File: src/rtl/seg_pkg.sv
// Shared glyph constants, digit record type and output polarity helper
// for the multiplexed 7-segment scanner.
package seg_pkg;

  // Segment order {dp,g,f,e,d,c,b,a}; dp is merged in by the decoder.
  localparam logic [7:0] SEG_0     = 8'h3F;
  localparam logic [7:0] SEG_1     = 8'h06;
  localparam logic [7:0] SEG_2     = 8'h5B;
  localparam logic [7:0] SEG_3     = 8'h4F;
  localparam logic [7:0] SEG_4     = 8'h66;
  localparam logic [7:0] SEG_5     = 8'h6D;
  localparam logic [7:0] SEG_6     = 8'h7D;
  localparam logic [7:0] SEG_7     = 8'h07;
  localparam logic [7:0] SEG_8     = 8'h7F;
  localparam logic [7:0] SEG_9     = 8'h6F;
  localparam logic [7:0] SEG_A     = 8'h77;
  localparam logic [7:0] SEG_B     = 8'h7C;
  localparam logic [7:0] SEG_C     = 8'h39;
  localparam logic [7:0] SEG_D     = 8'h5E;
  localparam logic [7:0] SEG_E     = 8'h79;
  localparam logic [7:0] SEG_BLANK = 8'h00;

  localparam logic [3:0] CODE_BLANK = 4'hF;

  typedef struct packed {
    logic [3:0] code;
    logic       dp;
  } digit_t;

  localparam digit_t DIGIT_OFF = '{code: CODE_BLANK, dp: 1'b0};

  function automatic logic [7:0] apply_inv(input logic [7:0] v, input bit inv);
    return inv ? ~v : v;
  endfunction

endpackage

File: src/rtl/seg_decode.sv
// Combinational glyph decoder for one digit: code + mode + blank + dp -> segments.
module seg_decode
  import seg_pkg::*;
(
  input  logic [3:0] code,
  input  logic       hex_mode,
  input  logic       blank,
  input  logic       dp,
  output logic [7:0] glyph
);

  logic [6:0] seg;

  always_comb begin
    seg = SEG_BLANK[6:0];
    case (code)
      4'd0:  seg = SEG_0[6:0];
      4'd1:  seg = SEG_1[6:0];
      4'd2:  seg = SEG_2[6:0];
      4'd3:  seg = SEG_3[6:0];
      4'd4:  seg = SEG_4[6:0];
      4'd5:  seg = SEG_5[6:0];
      4'd6:  seg = SEG_6[6:0];
      4'd7:  seg = SEG_7[6:0];
      4'd8:  seg = SEG_8[6:0];
      4'd9:  seg = SEG_9[6:0];
      4'd10: seg = hex_mode ? SEG_A[6:0] : SEG_BLANK[6:0];
      4'd11: seg = hex_mode ? SEG_B[6:0] : SEG_BLANK[6:0];
      4'd12: seg = hex_mode ? SEG_C[6:0] : SEG_BLANK[6:0];
      4'd13: seg = hex_mode ? SEG_D[6:0] : SEG_BLANK[6:0];
      4'd14: seg = hex_mode ? SEG_E[6:0] : SEG_BLANK[6:0];
      default: seg = SEG_BLANK[6:0];
    endcase
    if (blank) seg = SEG_BLANK[6:0];
  end

  // dp survives blanking so a lone point can still be shown.
  assign glyph = {dp, seg};

endmodule

File: src/rtl/seg_scan.sv
// Time-multiplexed DIGITS-wide 7-segment driver with frame-synchronous
// double buffering, hex/decimal glyphs and leading-zero blanking.
module seg_scan
  import seg_pkg::*;
#(
  parameter int DIGITS    = 4,
  parameter int SCAN_DIV  = 50000,
  parameter int BLANK_CYC = 16,
  parameter bit SEG_INV   = 1'b0,
  parameter bit SEL_INV   = 1'b0
) (
  input  logic                  clk,
  input  logic                  rst,
  input  logic                  en,
  input  logic                  hex_mode,
  input  logic                  lz_blank,
  input  logic                  load,
  input  logic [4*DIGITS-1:0]   seg_data,
  input  logic [DIGITS-1:0]     dp_in,
  output logic [7:0]            seg_led,
  output logic [DIGITS-1:0]     seg_sel,
  output logic                  frame_done
);

  localparam int PW = $clog2(SCAN_DIV);
  localparam int IW = (DIGITS > 1) ? $clog2(DIGITS) : 1;

  logic [PW-1:0] presc;
  logic [IW-1:0] idx;
  logic          tick, wrap, pending, run;

  digit_t [DIGITS-1:0]      in_buf, shad_buf, disp_buf;
  logic   [DIGITS-1:0]      lz_sup, sel_nx;
  logic   [DIGITS-1:0][7:0] glyph_all;
  logic   [7:0]             glyph_cur;

  assign tick = en && (presc == PW'(SCAN_DIV - 1));
  assign wrap = tick && (idx == IW'(DIGITS - 1));

  // Per-digit input repack and decoder.
  for (genvar i = 0; i < DIGITS; i++) begin : g_dig
    assign in_buf[i] = '{code: seg_data[4*i +: 4], dp: dp_in[i]};

    seg_decode u_dec (
      .code    (disp_buf[i].code),
      .hex_mode(hex_mode),
      .blank   (lz_sup[i]),
      .dp      (disp_buf[i].dp),
      .glyph   (glyph_all[i])
    );
  end

  // A digit is suppressed while every digit from the top down to it is 0 or blank;
  // digit 0 is never suppressed so an all-zero value still shows "0".
  always_comb begin
    lz_sup = '0;
    run    = 1'b1;
    for (int i = DIGITS - 1; i >= 1; i--) begin
      run       = run && ((disp_buf[i].code == 4'd0) || (disp_buf[i].code == CODE_BLANK));
      lz_sup[i] = lz_blank && run;
    end
  end

  assign glyph_cur = glyph_all[idx];

  always_comb begin
    sel_nx = '0;
    for (int i = 0; i < DIGITS; i++)
      sel_nx[i] = (idx == IW'(i)) && (presc >= PW'(BLANK_CYC));
  end

  always_ff @(posedge clk or posedge rst) begin
    if (rst) begin
      presc <= '0;
      idx   <= '0;
    end else if (tick) begin
      presc <= '0;
      idx   <= wrap ? '0 : idx + IW'(1);
    end else if (en) begin
      presc <= presc + PW'(1);
    end
  end

  // A load coinciding with the wrap bypasses the shadow and commits at once.
  always_ff @(posedge clk or posedge rst) begin
    if (rst) begin
      shad_buf <= {DIGITS{DIGIT_OFF}};
      disp_buf <= {DIGITS{DIGIT_OFF}};
      pending  <= 1'b0;
    end else begin
      if (load) shad_buf <= in_buf;
      if (wrap) begin
        if (load)         disp_buf <= in_buf;
        else if (pending) disp_buf <= shad_buf;
        pending <= 1'b0;
      end else if (load) begin
        pending <= 1'b1;
      end
    end
  end

  always_ff @(posedge clk or posedge rst) begin
    if (rst) begin
      seg_led    <= apply_inv(SEG_BLANK, SEG_INV);
      seg_sel    <= {DIGITS{SEL_INV}};
      frame_done <= 1'b0;
    end else begin
      seg_led    <= apply_inv(en ? glyph_cur : SEG_BLANK, SEG_INV);
      seg_sel    <= (en ? sel_nx : '0) ^ {DIGITS{SEL_INV}};
      frame_done <= wrap;
    end
  end

endmodule

File: config.mk
export PLATFORM = sky130hd
export DESIGN_NAME = seg_scan
export DESIGN_NICKNAME = d
export VERILOG_FILES = /design/src/rtl/seg_pkg.sv /design/src/rtl/seg_decode.sv /design/src/rtl/seg_scan.sv
export SDC_FILE = /design/constraint.sdc
export NUM_CORES = 1
export LEC_CHECK = 0
export ABC_AREA = 1
export CORE_MARGIN = 8
export CORE_UTILIZATION = 40
export DETAILED_ROUTE_END_ITERATION = 8
export SYNTH_ARGS = -nofsm -noshare
export SYNTH_HDL_FRONTEND = slang
export SYNTH_SLANG_ARGS = --single-unit
File: constraint.sdc
create_clock -name clk -period 1.8 [get_ports clk]
set_input_delay 0.18 -clock clk [delete_from_list [all_inputs] [get_ports clk]]
set_output_delay 0.18 -clock clk [all_outputs]
set_load 0.02 [all_outputs]
==> impl_metrics.yaml <==
timing:
  holdWs_ns: 0.190
  grt_setup_unrepaired: "true"
  setup_tns_ns: 0
  slew_viol_final: 0
  max_slew_margin: 0.730
  skew_ns: 0.00984
  period_share: 0.939
  setup_viol: 0
  clock.fmax_ghz: 0.592
  hold_viol: 0
  tightest_slew_ns: 0.404
  fin_crit_ns: 1.69
drt:
  ant_nets: 0
  vias: 4198
  drc: 0
  routedWlPerCell_um: 13.0
  drt_iter0_markers: 312
  drt_first_pass_iters: 5
  via_per_inst: 4.94
  finalWirelength_mm: 11.1
critical_path:
  start_kind: "register"
  cpMaxStageDelayCell: "dfstp_2"
  path_max_fanout: 6
  setup.worst_path.start: "disp_buf[17]"
  path_buf_inv: 1
  cp.required_ns: 2.03
  critPathTopFamily: "simple AND/OR/NAND/NOR gates"
  rrSetupSlack_ns: 0.11
  crit_arrival_ns: 1.92
  critical_path_cell_count: 9
  cp-endpoint: "seg_led[3]"
  crit_top_cell: "nand2_1"
  endpoint_kind: "register"
  crit_chain: "nand2_1 -> inv_2 -> nand2_1 -> nand2_1 -> nand4_1 -> nand2_2 -> a21oi_1 -> nor2_1 -> nor2_1"
  ff2ff_path_depth: 9
  path_class: "register to register"
  reg2reg_to: "seg_led[3]"
  rr_startpoint: "disp_buf[17]"
  cp_slowest_stage_delay_ns: 0.57
yosys:
  ys_ff_latch: 72
  avgSynthCellArea_um2: 6.95
  syn-num-nets: 684
  yosysTopAreaCellShare: 0.221
  syn-instance-count: 652
  syn_area_um2: 4530
  yosysMostFrequentCell: "nand2_1"
  async_flop_share: 1.00
  synth.top_cells.by_area: "dfrtp_1, nand2_1, dfstp_2"
  yosysWarnings: 0
  synth_seq_area_share: 0.406
  ys_top_cells_by_count: "nand2_1, nor2_1, inv_1"
  synth_ff_type: "dfrtp_1"
  yosysTopAreaCell: "dfrtp_1"
  synth_cell_types: 38
  synth_edf_count: 0
flow_run:
  drv_cap: 0
placement:
  port_buffers: 38
  placed_area_um2: 5160
  place.gp.congestion: 0.984
  dp.cells: 831
  post-dp-hpwl_mm: 8.70
clock_tree:
  cts_sinks: 72
  h-tree-depth: 3
  cts_buffers: 9
  max-clock-path-buffers: 2
  tritoncts: "built"
  root_buffer: "clkbuf_16"
  clk_pin_slew_ns: 0.06
  clock_latency_ns: 0.34
cells_and_area:
  n_antenna_cell: 0
  fillers: 1133
  final_area_um2: 5510
  nNetsFinal: 734
  area_growth_pct: 21.6
  final_cell_count_no_fill: 850
  drive_gt1_frac: 0.170
global_routing:
  first_global_vias: 4014
  gr-usage-all-layers: 0.155
  grt_max_degree: 31
  antenna_found_initial: 0
  overflow: 0
  grt_pass1_wl_mm: 18.8
floorplanning:
  row_count: 39
  die_x_um: 122
  die_area_um2: 15000
  start_util: 0.404
  chipHeight_um: 122
  ios: 39
  core-area_um2: 11200
power_and_ir_drop:
  p_total_w: 0.00438
  power_density_nw_per_um2: 794
  p_leak_nw: 2.77
  vdd.ir_drop.worst_v: 0.000687
min_path:
  worst_hold_path_type: "input port to async pin"
status:
  status: "complete, no violations"
[routing by layer]
layer | vias to the layer above | wire length, µm | part of all wire | global-route usage
met3 | 14 | 512 | 0.046 | 0.0363
li1 | 2159 | - | - | -
met5 | - | 0 | 0 | 0
met1 | 1912 | 5310 | 0.48 | 0.204
met2 | 113 | 5040 | 0.46 | 0.239
met4 | 0 | 196 | 0.018 | 0.0716
[sequential cells by signal, summed over array words and instances (netlist names)]
register and flops:
shad_buf 20, seg_led 8, pending 1, disp_buf 20
presc 16, frame_done 1, idx 2, seg_sel 4
[cells in the final DEF, fill, tap and decap left out, types with 10 or more instances in the layout]
master and n:
buf_4 16, inv_2 15, nand3_1 45, o21ai_0 18, a21oi_1 18, clkdlybuf4s50_1 38
nand3_2 20, nor3_1 10, dfstp_2 32, nor2_1 86, clkbuf_16 10, nand2_1 233
inv_1 54, dfrtp_1 40, nand4_1 10
[worst min-delay path by stage]
stage / startpoint / to
after floorplan: seg_data[5] / shad_buf[7]
after global placement: disp_buf[15] / disp_buf[15]
after detailed placement: disp_buf[5] / disp_buf[5]
after CTS: rst / presc[15]
after global routing: rst / presc[15]
final: rst / presc[15]
[logic make-up after synthesis]
logic type	Yosys count	synth area share
AOI/OAI and AO/OA	51	0.0594
adders and majority gates	6	0.0166
buffers and inverters	91	0.0859
xor gates and xnor gates	4	0.00773
DFF	72	0.406
and+or+nand+nor	428	0.424
[report_power, final]
group | switching (W) | leakage, nW | internal (W)
clock network | 0.000654 | 0.152 | 0.00113
logic | 0.000382 | 1.79 | 0.000264
registers | 0.000150 | 0.827 | 0.00180
total | 0.00119 | 2.77 | 0.00319
[repair_timing]
action,CTS,global route
hold buffers,0,0
buffers inserted,0,3
gates resized for setup,0,7
setup endpoints to repair,0,6
[layout make-up]
| cell class | instances | area, µm² | area share |
|---|---|---|---|
| clock buffer | 15 | 299 | 0.0542 |
| clock inverter | 1 | 6.26 | 0.00113 |
| inverter | 71 | 273 | 0.0495 |
| multi-input combinational | 489 | 2320 | 0.421 |
| sequential | 72 | 1840 | 0.334 |
| tap | 143 | 179 | 0.0325 |
| timing repair buffer | 59 | 593 | 0.108 |
[metrics by stage]
stage               utilization  worst slack (ns)
global route              0.491          -0.00235
detailed placement        0.460          -0.00957
global placement          0.460           -0.0345
CTS                       0.487            0.0691
floorplan                     -             0.246
finish                    0.491             0.111
No activity file was read; power rests on OpenSTA's default activity.
==> edit, RTL diff (same flow settings) <==
Change the parameter `SCAN_DIV` from 50000 to 100000.
--- a/src/rtl/seg_scan.sv
+++ b/src/rtl/seg_scan.sv
@@ -4,7 +4,7 @@
   import seg_pkg::*;
 #(
   parameter int DIGITS    = 4,
-  parameter int SCAN_DIV  = 50000,
+  parameter int SCAN_DIV  = 100000,
   parameter int BLANK_CYC = 16,
   parameter bit SEG_INV   = 1'b0,
   parameter bit SEL_INV   = 1'b0
Function: same outputs for any inputs over 10 cycles, from zero or initial values and one cycle with rst high; that may be too few to reach the edited logic, so the function may still have changed.
==> edit against the unedited design <==
- sequential cell count rose by 1
- worst setup slack got worse by 0.017 ns
- synthesized cell count is 1.4% higher
- power decreased by 8.7%
- non-clock buffer count is 21 higher
- synthesized area decreased by 1.8%
- wire length up 2.1%
- die area shrank 1.6%
- clock power is 20% lower
- design area grew 0.11%
==> edit: results (changes against the unedited design) <==
global_route:
  grt_pass1_vias: 4087  # +1.8%
  grt_use_total: 0.161  # +0.00539
  met3_usage: 0.0363  # -0.0000426
  met1_usage: 0.221  # +0.0170
  grt_pass1_wl_um: 19300  # +2.5%
  use_met2: 0.245  # +0.00544
sta:
  max_slew_margin: 0.601  # -0.129
  hold_slack_ns: 0.190  # -0.000257 ns
  fin_skew_ns: 0.0110  # +0.00121 ns
  fin_crit_ns: 1.71  # +0.0175 ns
critical_path:
  crit_end: "disp_buf[5]"
  path_max_fanout: 20  # +14
  arrival_ns: 1.94  # +0.02 ns
  cp-startpoint: "presc[1]"
logic_synthesis:
  yosysUniqueCellTypes: 30  # -21%
  synth_common_cells: "233 x nand2_1, 97 x nor2_1, 73 x inv_1, 63 x nand3_1, 41 x dfrtp_1"
  synth_ff_type: "dfrtp_1"
  synthCells: 661  # +1.4%
  synth_adder_area_share: 0.0169  # +0.000312
  synth.area.top_cells: "dfrtp_1 23%, nand2_1 20%, dfstp_2 19%, nor2_1 8.2%, nand3_1 7.1%"
  syn-num-nets: 693  # +1.3%
  seq_area_frac_synth: 0.420  # +0.0133
  synth-xor-area-share: 0.0118  # +0.00408
  synth-compound-area-share: 0.0532  # -0.00619
outcome:
  status: "complete, no violations"
final_layout:
  nFillCells: 1086  # -4.1%
  drive_gt1_frac: 0.144  # -0.0257
  top_regs: "disp_buf x20, shad_buf x20, presc x17"
  finalNetCount: 763  # +4.0%
clock_tree:
  cts_root_buffer: "clkbuf_8"
  post_cts_resized: 1  # +1
  clk_pin_slew_ns: 0.08  # +0.02 ns
placed_design:
  dpl.cell_count: 857  # +3.1%
  gp_congestion: 0.920  # -6.5%
  dp_worst_setup_slack_ns: -0.0478  # -0.0383 ns
  dp_hpwl_um: 8900  # +2.3%
power_and_ir_drop:
  clk-power_mw: 1.43  # -20%
  switching_share: 0.278  # +0.00761
  seq_power_share: 0.487  # +0.042
  vdd_drop_max_mv: 0.564  # -18%
  power.leakage_nw: 2.82  # +1.8%
route:
  routed-wl-met3_um: 552  # +7.8%
  via_count: 4297  # +2.4%
  wl_met2_um: 4970  # -1.5%
  drtIter0Drc: 363  # +16%
  via_per_inst: 4.91  # -0.68%
==> edit: through the flow <==
stage	TNS, ns	instance area [µm²]
global route	-0.349	5520
floorplan	0	4450
detailed placement	-0.696	5210
CTS	0	5430
global placement	-0.0140	5210
finish	0	5520
==> edit: logic make-up after synthesis <==
family,after synthesis
adder cells (fa/ha/maj),6
flip-flops,73
XOR/XNOR,6
AO/OA/AOI/OAI,46
AND/OR/NAND/NOR,434
buffers and inverters,96
==> edit: final cells by class <==
type,instances,area (µm²),share of cell area
Inverter,75,285,0.0517
Clock inverter,4,76.3,0.0138
Timing Repair Buffer,80,741,0.134
Clock buffer,12,145,0.0263
Tap cell,140,175,0.0317
Sequential cell,73,1870,0.338
Multi-Input combinational cell,492,2230,0.404
==> edit: worst max-delay path, cell delays in order, from the launching register on <==
cell	delay [ns]
dfrtp_1	0.38
ha_1	0.17
nand2_1	0.09
nor2_4	0.18
nand3b_1	0.16
nor3_4	0.19
buf_6	0.16
nand2_8	0.11
nand2_1	0.10
nand2_1	0.05
